`src/rtl/dz_matrix_scan.sv`:
```
// rtl/dz_matrix_scan.sv - row-scanned red/green dot-matrix driver with digit glyph ROM
module dz_matrix_scan #(
    parameter int ROWS         = 8,
    parameter int COLS         = 8,
    parameter int DIV          = 4,
    parameter int BLANK        = 1,
    parameter int BLINK_FRAMES = 32
) (
    input  logic            clk,
    input  logic            rst,
    input  logic            en,
    input  logic [3:0]      num,
    input  logic [1:0]      color,
    input  logic            blink,
    output logic [ROWS-1:0] row,
    output logic [COLS-1:0] colr,
    output logic [COLS-1:0] colg,
    output logic            frame_start
);

    // Row index is one bit wider than strictly needed so "row < 8" is a real test for ROWS=8.
    localparam int SW = (DIV > 1) ? $clog2(DIV) : 1;
    localparam int RW = $clog2(ROWS + 1);
    localparam int BW = $clog2(2 * BLINK_FRAMES);

    localparam logic [SW-1:0] SLOT_LAST = SW'(DIV - 1);
    localparam logic [SW-1:0] BLANK_V   = SW'(BLANK);
    localparam logic [RW-1:0] ROW_LAST  = RW'(ROWS - 1);
    localparam logic [RW-1:0] GLYPH_H   = RW'(8);
    localparam logic [BW-1:0] BCNT_LAST = BW'(2 * BLINK_FRAMES - 1);
    localparam logic [BW-1:0] BLINK_ON  = BW'(BLINK_FRAMES);

    logic [RW-1:0] row_idx, row_n;
    logic [SW-1:0] slot_cnt, slot_n;
    logic [3:0]    s_num, s_num_n;
    logic [1:0]    s_col, s_col_n;
    logic          s_blink, s_blink_n;
    logic [BW-1:0] blink_cnt, blink_cnt_n;

    logic            frame_end;
    logic            visible;
    logic            drive;
    logic [7:0]      glyph_line;
    logic [COLS-1:0] pattern;
    logic [ROWS-1:0] row_d;
    logic [COLS-1:0] colr_d, colg_d;
    logic            frame_start_d;

    // Digit glyph ROM; row 0 sits in the top byte, bit 7 is the leftmost column.
    function automatic logic [7:0] glyph_row(input logic [3:0] n, input logic [2:0] r);
        logic [63:0] g;
        logic [5:0]  base;
        case (n)
            4'd0:    g = 64'h003C_4242_4242_423C;
            4'd1:    g = 64'h0018_1838_1818_187E;
            4'd2:    g = 64'h003C_6606_0C30_607E;
            4'd3:    g = 64'h003C_6606_1C06_663C;
            4'd4:    g = 64'h000C_1C2C_4C7E_0C0C;
            4'd5:    g = 64'h007E_607C_0606_663C;
            4'd6:    g = 64'h003C_607C_6666_663C;
            4'd7:    g = 64'h007E_060C_1830_3030;
            4'd8:    g = 64'h003C_6666_3C66_663C;
            4'd9:    g = 64'h003C_6666_3E06_0C38;
            default: g = 64'h0;
        endcase
        base = {3'd7 - r, 3'b000};
        glyph_row = g[base +: 8];
    endfunction

    // Next scan position, frame-boundary shadow load and the drive derived from that next state.
    always_comb begin
        row_n       = ROW_LAST;
        slot_n      = SLOT_LAST;
        s_num_n     = s_num;
        s_col_n     = s_col;
        s_blink_n   = s_blink;
        blink_cnt_n = blink_cnt;
        frame_end   = (row_idx == ROW_LAST) && (slot_cnt == SLOT_LAST);

        if (en) begin
            if (slot_cnt == SLOT_LAST) begin
                slot_n = '0;
                row_n  = (row_idx == ROW_LAST) ? '0 : row_idx + 1'b1;
            end else begin
                slot_n = slot_cnt + 1'b1;
                row_n  = row_idx;
            end
            if (frame_end) begin
                s_num_n     = num;
                s_col_n     = color;
                s_blink_n   = blink;
                blink_cnt_n = (blink_cnt == BCNT_LAST) ? '0 : blink_cnt + 1'b1;
            end
        end

        visible    = !s_blink_n || (blink_cnt_n < BLINK_ON);
        glyph_line = glyph_row(s_num_n, row_n[2:0]);
        pattern    = '0;
        if (visible && (row_n < GLYPH_H)) begin
            pattern[COLS-1 -: 8] = glyph_line;
        end

        drive         = en && !(slot_n < BLANK_V);
        row_d         = drive ? ~(ROWS'(1) << row_n) : '1;
        colr_d        = drive ? (pattern & {COLS{s_col_n[0]}}) : '0;
        colg_d        = drive ? (pattern & {COLS{s_col_n[1]}}) : '0;
        frame_start_d = en && frame_end;
    end

    // State, shadows and registered drive; reset parks the scan just before a frame end.
    always_ff @(posedge clk or posedge rst) begin
        if (rst) begin
            row_idx     <= ROW_LAST;
            slot_cnt    <= SLOT_LAST;
            s_num       <= '0;
            s_col       <= '0;
            s_blink     <= 1'b0;
            blink_cnt   <= '0;
            row         <= '1;
            colr        <= '0;
            colg        <= '0;
            frame_start <= 1'b0;
        end else begin
            row_idx     <= row_n;
            slot_cnt    <= slot_n;
            s_num       <= s_num_n;
            s_col       <= s_col_n;
            s_blink     <= s_blink_n;
            blink_cnt   <= blink_cnt_n;
            row         <= row_d;
            colr        <= colr_d;
            colg        <= colg_d;
            frame_start <= frame_start_d;
        end
    end

endmodule

```
`config.mk`:
```
export PLATFORM = sky130hd
export DESIGN_NAME = dz_matrix_scan
export DESIGN_NICKNAME = d
export VERILOG_FILES = /design/src/rtl/dz_matrix_scan.sv
export SDC_FILE = /design/constraint.sdc
export NUM_CORES = 1
export LEC_CHECK = 0
export CAP_MARGIN = 40
export CORE_UTILIZATION = 31
export CTS_CLUSTER_DIAMETER = 120
export CTS_CLUSTER_SIZE = 20
export DETAILED_ROUTE_END_ITERATION = 12
export PLACE_DENSITY = 0.58
export SLEW_MARGIN = 20
export SYNTH_ARGS = -nofsm -noshare
export SYNTH_HDL_FRONTEND = slang
export SYNTH_SLANG_ARGS = --single-unit
```
`constraint.sdc`:
```
create_clock -name clk -period 4.45 [get_ports clk]
set_input_delay 0.6675 -clock clk [delete_from_list [all_inputs] [get_ports clk]]
set_output_delay 0.6675 -clock clk [all_outputs]
set_load 0.02 [all_outputs]
```
==> metrics.log <==
[metrics] Post-Route Setup TNS: 0 ps
[metrics] number of synthesized register bits: 40
[metrics] cell occurring most often along the worst timing path: sky130_fd_sc_hd__mux2i_1
[metrics] drt total wl: between 8000 and 9000 um
[metrics] Avg Vias per Cell: between 5 and 6
[metrics] startpoint type of the worst setup path: register
[metrics] sort of element at the end of the critical path: register
[metrics] 1st-pass router iterations: 9
[metrics] last element of the critical path: colr[5]$_DFF_PP0_
[metrics] initial core utilization: 0.319
[metrics] post-CTS setup-driven buffer insertion count: 0
[metrics] Reg2Reg Capture Point: colr[5]$_DFF_PP0_
[metrics] GRT Resource Usage Total: 0.177
[metrics] total gr overflow: 0
[metrics] Final Core Density: 0.367
[metrics] cts hold-fix bufs: 0
[metrics] vias after detailed routing: between 2000 and 3000
[metrics] register area share after synthesis: 0.347
[metrics] non-filler cells, final: between 400 and 500
[metrics] max_cap viols: 0
[metrics] number of port buffers: 30
[metrics] number of cells produced by synthesis: around 340
[metrics] average detailed-routed wire length per instance: between 15 and 20 um
[metrics] Arrival @ worst endpoint: 3870 ps
[metrics] total power per unit cell area: between 600 and 700 nW/um2
[metrics] post-cts resize count: 0
[metrics] die height: approximately 99 um
[metrics] Worst R2R Start: slot_cnt[0]$_DFF_PP1_
[metrics] final setup fails: 0
[metrics] share of layout cells above drive strength 1: 0.137
[metrics] die area: 9850 um2
[metrics] area used by multi-input combinational logic: 1720 um2
[metrics] Ys Warns: 0
[metrics] CP Max Fanout: 21
[metrics] primary flip-flop cell chosen by synthesis mapping: sky130_fd_sc_hd__dfrtp_1
[metrics] number of nets with antenna violations after detailed routing: 0
[metrics] first element of the critical path: slot_cnt[0]$_DFF_PP1_
[metrics] initial antenna violation count: 0
[metrics] synthesized area: between 2000 and 3000 um2
[metrics] Final Hold Fails: 0
[metrics] standby leakage power: between 1 and 1.5 nW
[metrics] # fillers: roughly 950
[metrics] area grow syn2layout: 15.3%
[metrics] skew final: 5.90 ps
[metrics] clock-pin slew on the worst setup and hold paths: 80 ps
[metrics] worst hold start: s_col[0]$_DFF_PP0_
[metrics] CTS root buffer: sky130_fd_sc_hd__clkbuf_8
[metrics] n_diodes: 0
[metrics] Critical Setup Path Class: reg -> reg
[metrics] CTS tree: done
[metrics] cell depth of the worst flop-to-flop path: 14
[metrics] max-slew violation total from the final report: 0
[metrics] violated checks: DRC
[metrics] largest net degree at the start of global routing: 22
[metrics] cell types with the highest counts after synthesis: sky130_fd_sc_hd__nand2_1 (58), sky130_fd_sc_hd__dfrtp_1 (27), sky130_fd_sc_hd__a21oi_1 (19)
[metrics] cell class contributing the biggest share of worst-path delay: simple AND/OR/NAND/NOR gates
[metrics] Synth cell types: 69
[metrics] IR Drop Worst-Case VDD: approximately 0.00020 V
[metrics] DRC marker count from the first detailed-route iteration: 235
[metrics] Post-Syn Area per Cell: between 8 and 9 um2
[metrics] buffer levels on the longest clock path: 2
[metrics] upper clock frequency limit: 271 MHz
[metrics] global placer's final weighted congestion: ~0.96
[metrics] final clock period utilization by the worst path: 0.828
[metrics] HPWL reported at the end of detailed placement: 6280 um
[metrics] run status: complete, but fails checks
[metrics] EDFF count, synth: 0
[metrics] global-route wire length before repair: between 10000 and 15000 um
[metrics] Crit path depth: 14
[metrics] core box area: 9200 um2
[metrics] number of ports placed on the die boundary: 35
[metrics] dominant cells by area after synthesis: sky130_fd_sc_hd__dfrtp_1 (23%), sky130_fd_sc_hd__dfstp_2 (12%), sky130_fd_sc_hd__nand2_1 (7.4%)
[metrics] most common cell in the synthesized netlist: sky130_fd_sc_hd__nand2_1
[metrics] cell taking the most area after synthesis: sky130_fd_sc_hd__dfrtp_1
[metrics] number of buffer and inverter stages on the critical path: 1
[metrics] area of all sequential standard cells: just over 1000 um2
[metrics] largest stage delay on the critical path: 550 ps
[metrics] max-slew headroom at the worst pin: 0.587
[metrics] async set or reset register ratio after synthesis: 1.00
[metrics] type of the most critical hold path: reg -> reg
[metrics] Slowest cell on crit path: sky130_fd_sc_hd__dfstp_2
[metrics] die span in x: 99.2 um
[metrics] number of global-route vias before repair: 2569
[metrics] number of levels the H-tree was split into: 2
[metrics] setup repair after global routing missed its margin: false
[metrics] Skew-Pair Late Insertion Delay: 290 ps
[metrics] total number of clock tree sinks: 40
[metrics] worst-path cell chain: ha_1 > and4b_1 > nand2_4 > inv_2 > nand2_1 > nand2_1 > ha_1 > mux2_2 > mux2i_1 > mux2i_1 > mux2i_1 > o22a_1 > o32a_2 > nor2_1
[metrics] Worst R2R Setup Slack: ~770 ps
[metrics] transition time at the pin with the least slew margin: around 610 ps
[metrics] number of buffers added by the clock tree synthesis step: 5
[metrics] final layout net count: about 380
[metrics] required time of the worst setup path: about 4600 ps
[metrics] number of cells in the design after placement: between 400 and 500
[metrics] number of standard-cell rows in the floorplan: 35
[metrics] Synth top area share: 0.231
[metrics] post-layout min period: about 3700 ps
[metrics] DRC viols: 2
[kinds of logic (layout without fill, tap and decap cells)]
logic type               after synthesis  count (layout)  share of synthesized area
adder cells (fa/ha/maj)               10              10                     0.0427
AO/OA/AOI/OAI                         93              93                      0.234
AND/OR/NAND/NOR                      140             140                      0.242
multiplexers                          10              10                     0.0393
other                                  1               4                    0.00128
XOR/XNOR                               8               8                     0.0239
buffers and inverters                 41              60                     0.0704
flip-flops                            40              40                      0.347
[worst reg2reg max path, cell delays in order (launching register included)]
cell and delay (ps):
sky130_fd_sc_hd__dfstp_2 550, sky130_fd_sc_hd__ha_1 360, sky130_fd_sc_hd__and4b_1 340, sky130_fd_sc_hd__nand2_4 210
sky130_fd_sc_hd__inv_2 270, sky130_fd_sc_hd__nand2_1 100, sky130_fd_sc_hd__nand2_1 150, sky130_fd_sc_hd__ha_1 410
sky130_fd_sc_hd__mux2_2 330, sky130_fd_sc_hd__mux2i_1 150, sky130_fd_sc_hd__mux2i_1 100, sky130_fd_sc_hd__mux2i_1 200
sky130_fd_sc_hd__o22a_1 180, sky130_fd_sc_hd__o32a_2 170, sky130_fd_sc_hd__nor2_1 50
[placed cells by master (no fill, tap or decap), types with 3 or more instances in the layout]
cell type / count
sky130_fd_sc_hd__nor2b_1: 8
sky130_fd_sc_hd__and2_1: 3
sky130_fd_sc_hd__clkbuf_8: 5
sky130_fd_sc_hd__nand2_1: 58
sky130_fd_sc_hd__buf_4: 6
sky130_fd_sc_hd__dfrtp_1: 27
sky130_fd_sc_hd__xnor2_1: 7
sky130_fd_sc_hd__ha_1: 10
sky130_fd_sc_hd__a21oi_1: 19
sky130_fd_sc_hd__dfstp_2: 13
sky130_fd_sc_hd__nor2_1: 18
sky130_fd_sc_hd__inv_2: 4
sky130_fd_sc_hd__o31ai_1: 5
sky130_fd_sc_hd__nor3_1: 12
sky130_fd_sc_hd__mux2i_1: 7
sky130_fd_sc_hd__o21ai_0: 15
sky130_fd_sc_hd__o211ai_1: 6
sky130_fd_sc_hd__nand4_1: 5
sky130_fd_sc_hd__a31oi_1: 5
sky130_fd_sc_hd__o32ai_1: 4
sky130_fd_sc_hd__nand2b_1: 10
sky130_fd_sc_hd__a211oi_1: 8
sky130_fd_sc_hd__inv_1: 9
sky130_fd_sc_hd__o221ai_1: 3
sky130_fd_sc_hd__conb_1: 4
sky130_fd_sc_hd__nand3_1: 7
sky130_fd_sc_hd__clkdlybuf4s50_1: 30
[power breakdown]
group          leakage (nW)  switching [mW]  total (mW)  internal (mW)
Sequential            0.496           0.106       0.560          0.454
Clock                0.0479           0.135       0.245          0.109
Combinational         0.833           0.755        1.24          0.486
[metrics by stage]
step                hold WS, ps  cell area [um2]  setup slack, ps  power, mW
floorplan                   441             2940             1150       1.45
global placement            464             3280              838       1.78
detailed placement          467             3290              791       1.77
CTS                         483             3380              794       2.03
global route                497             3380              440       2.19
finish                      480             3380              766       2.05
[state kept, by name, summed over array words and instances, names as in the netlist]
signal and flops:
row 8, blink_cnt 6, colg 6, colr 6
row_idx 4, s_num 4, s_col 2, slot_cnt 2
frame_start 1, s_blink 1
[routing by layer]
metal | GRT usage | up-vias | wire length [um]
met4 | 0.0724 | 0 | 254
met1 | 0.247 | 1300 | 3820
met3 | 0.0302 | 30 | 620
li1 | - | 1269 | -
met2 | 0.272 | 161 | 3890
met5 | 0 | - | 0
[worst min-delay path by stage]
stage | to | depth (start not counted)
floorplan | s_col[0]$_DFF_PP0_ | 2
global placement | s_col[0]$_DFF_PP0_ | 2
detailed placement | blink_cnt[4]$_DFFE_PP0P_ | 1
CTS | blink_cnt[4]$_DFFE_PP0P_ | 1
global route | blink_cnt[4]$_DFFE_PP0P_ | 1
finish | s_col[0]$_DFF_PP0_ | 2
[final cells by class]
cell class,count,area share
multi-input cells,265,0.509
flip-flops and latches,40,0.301
repair buffers,37,0.107
well taps,111,0.0411
clock buffers,5,0.0204
inverters,15,0.0167
clock inverters,3,0.00556
(Power assumes the default switching activity.)
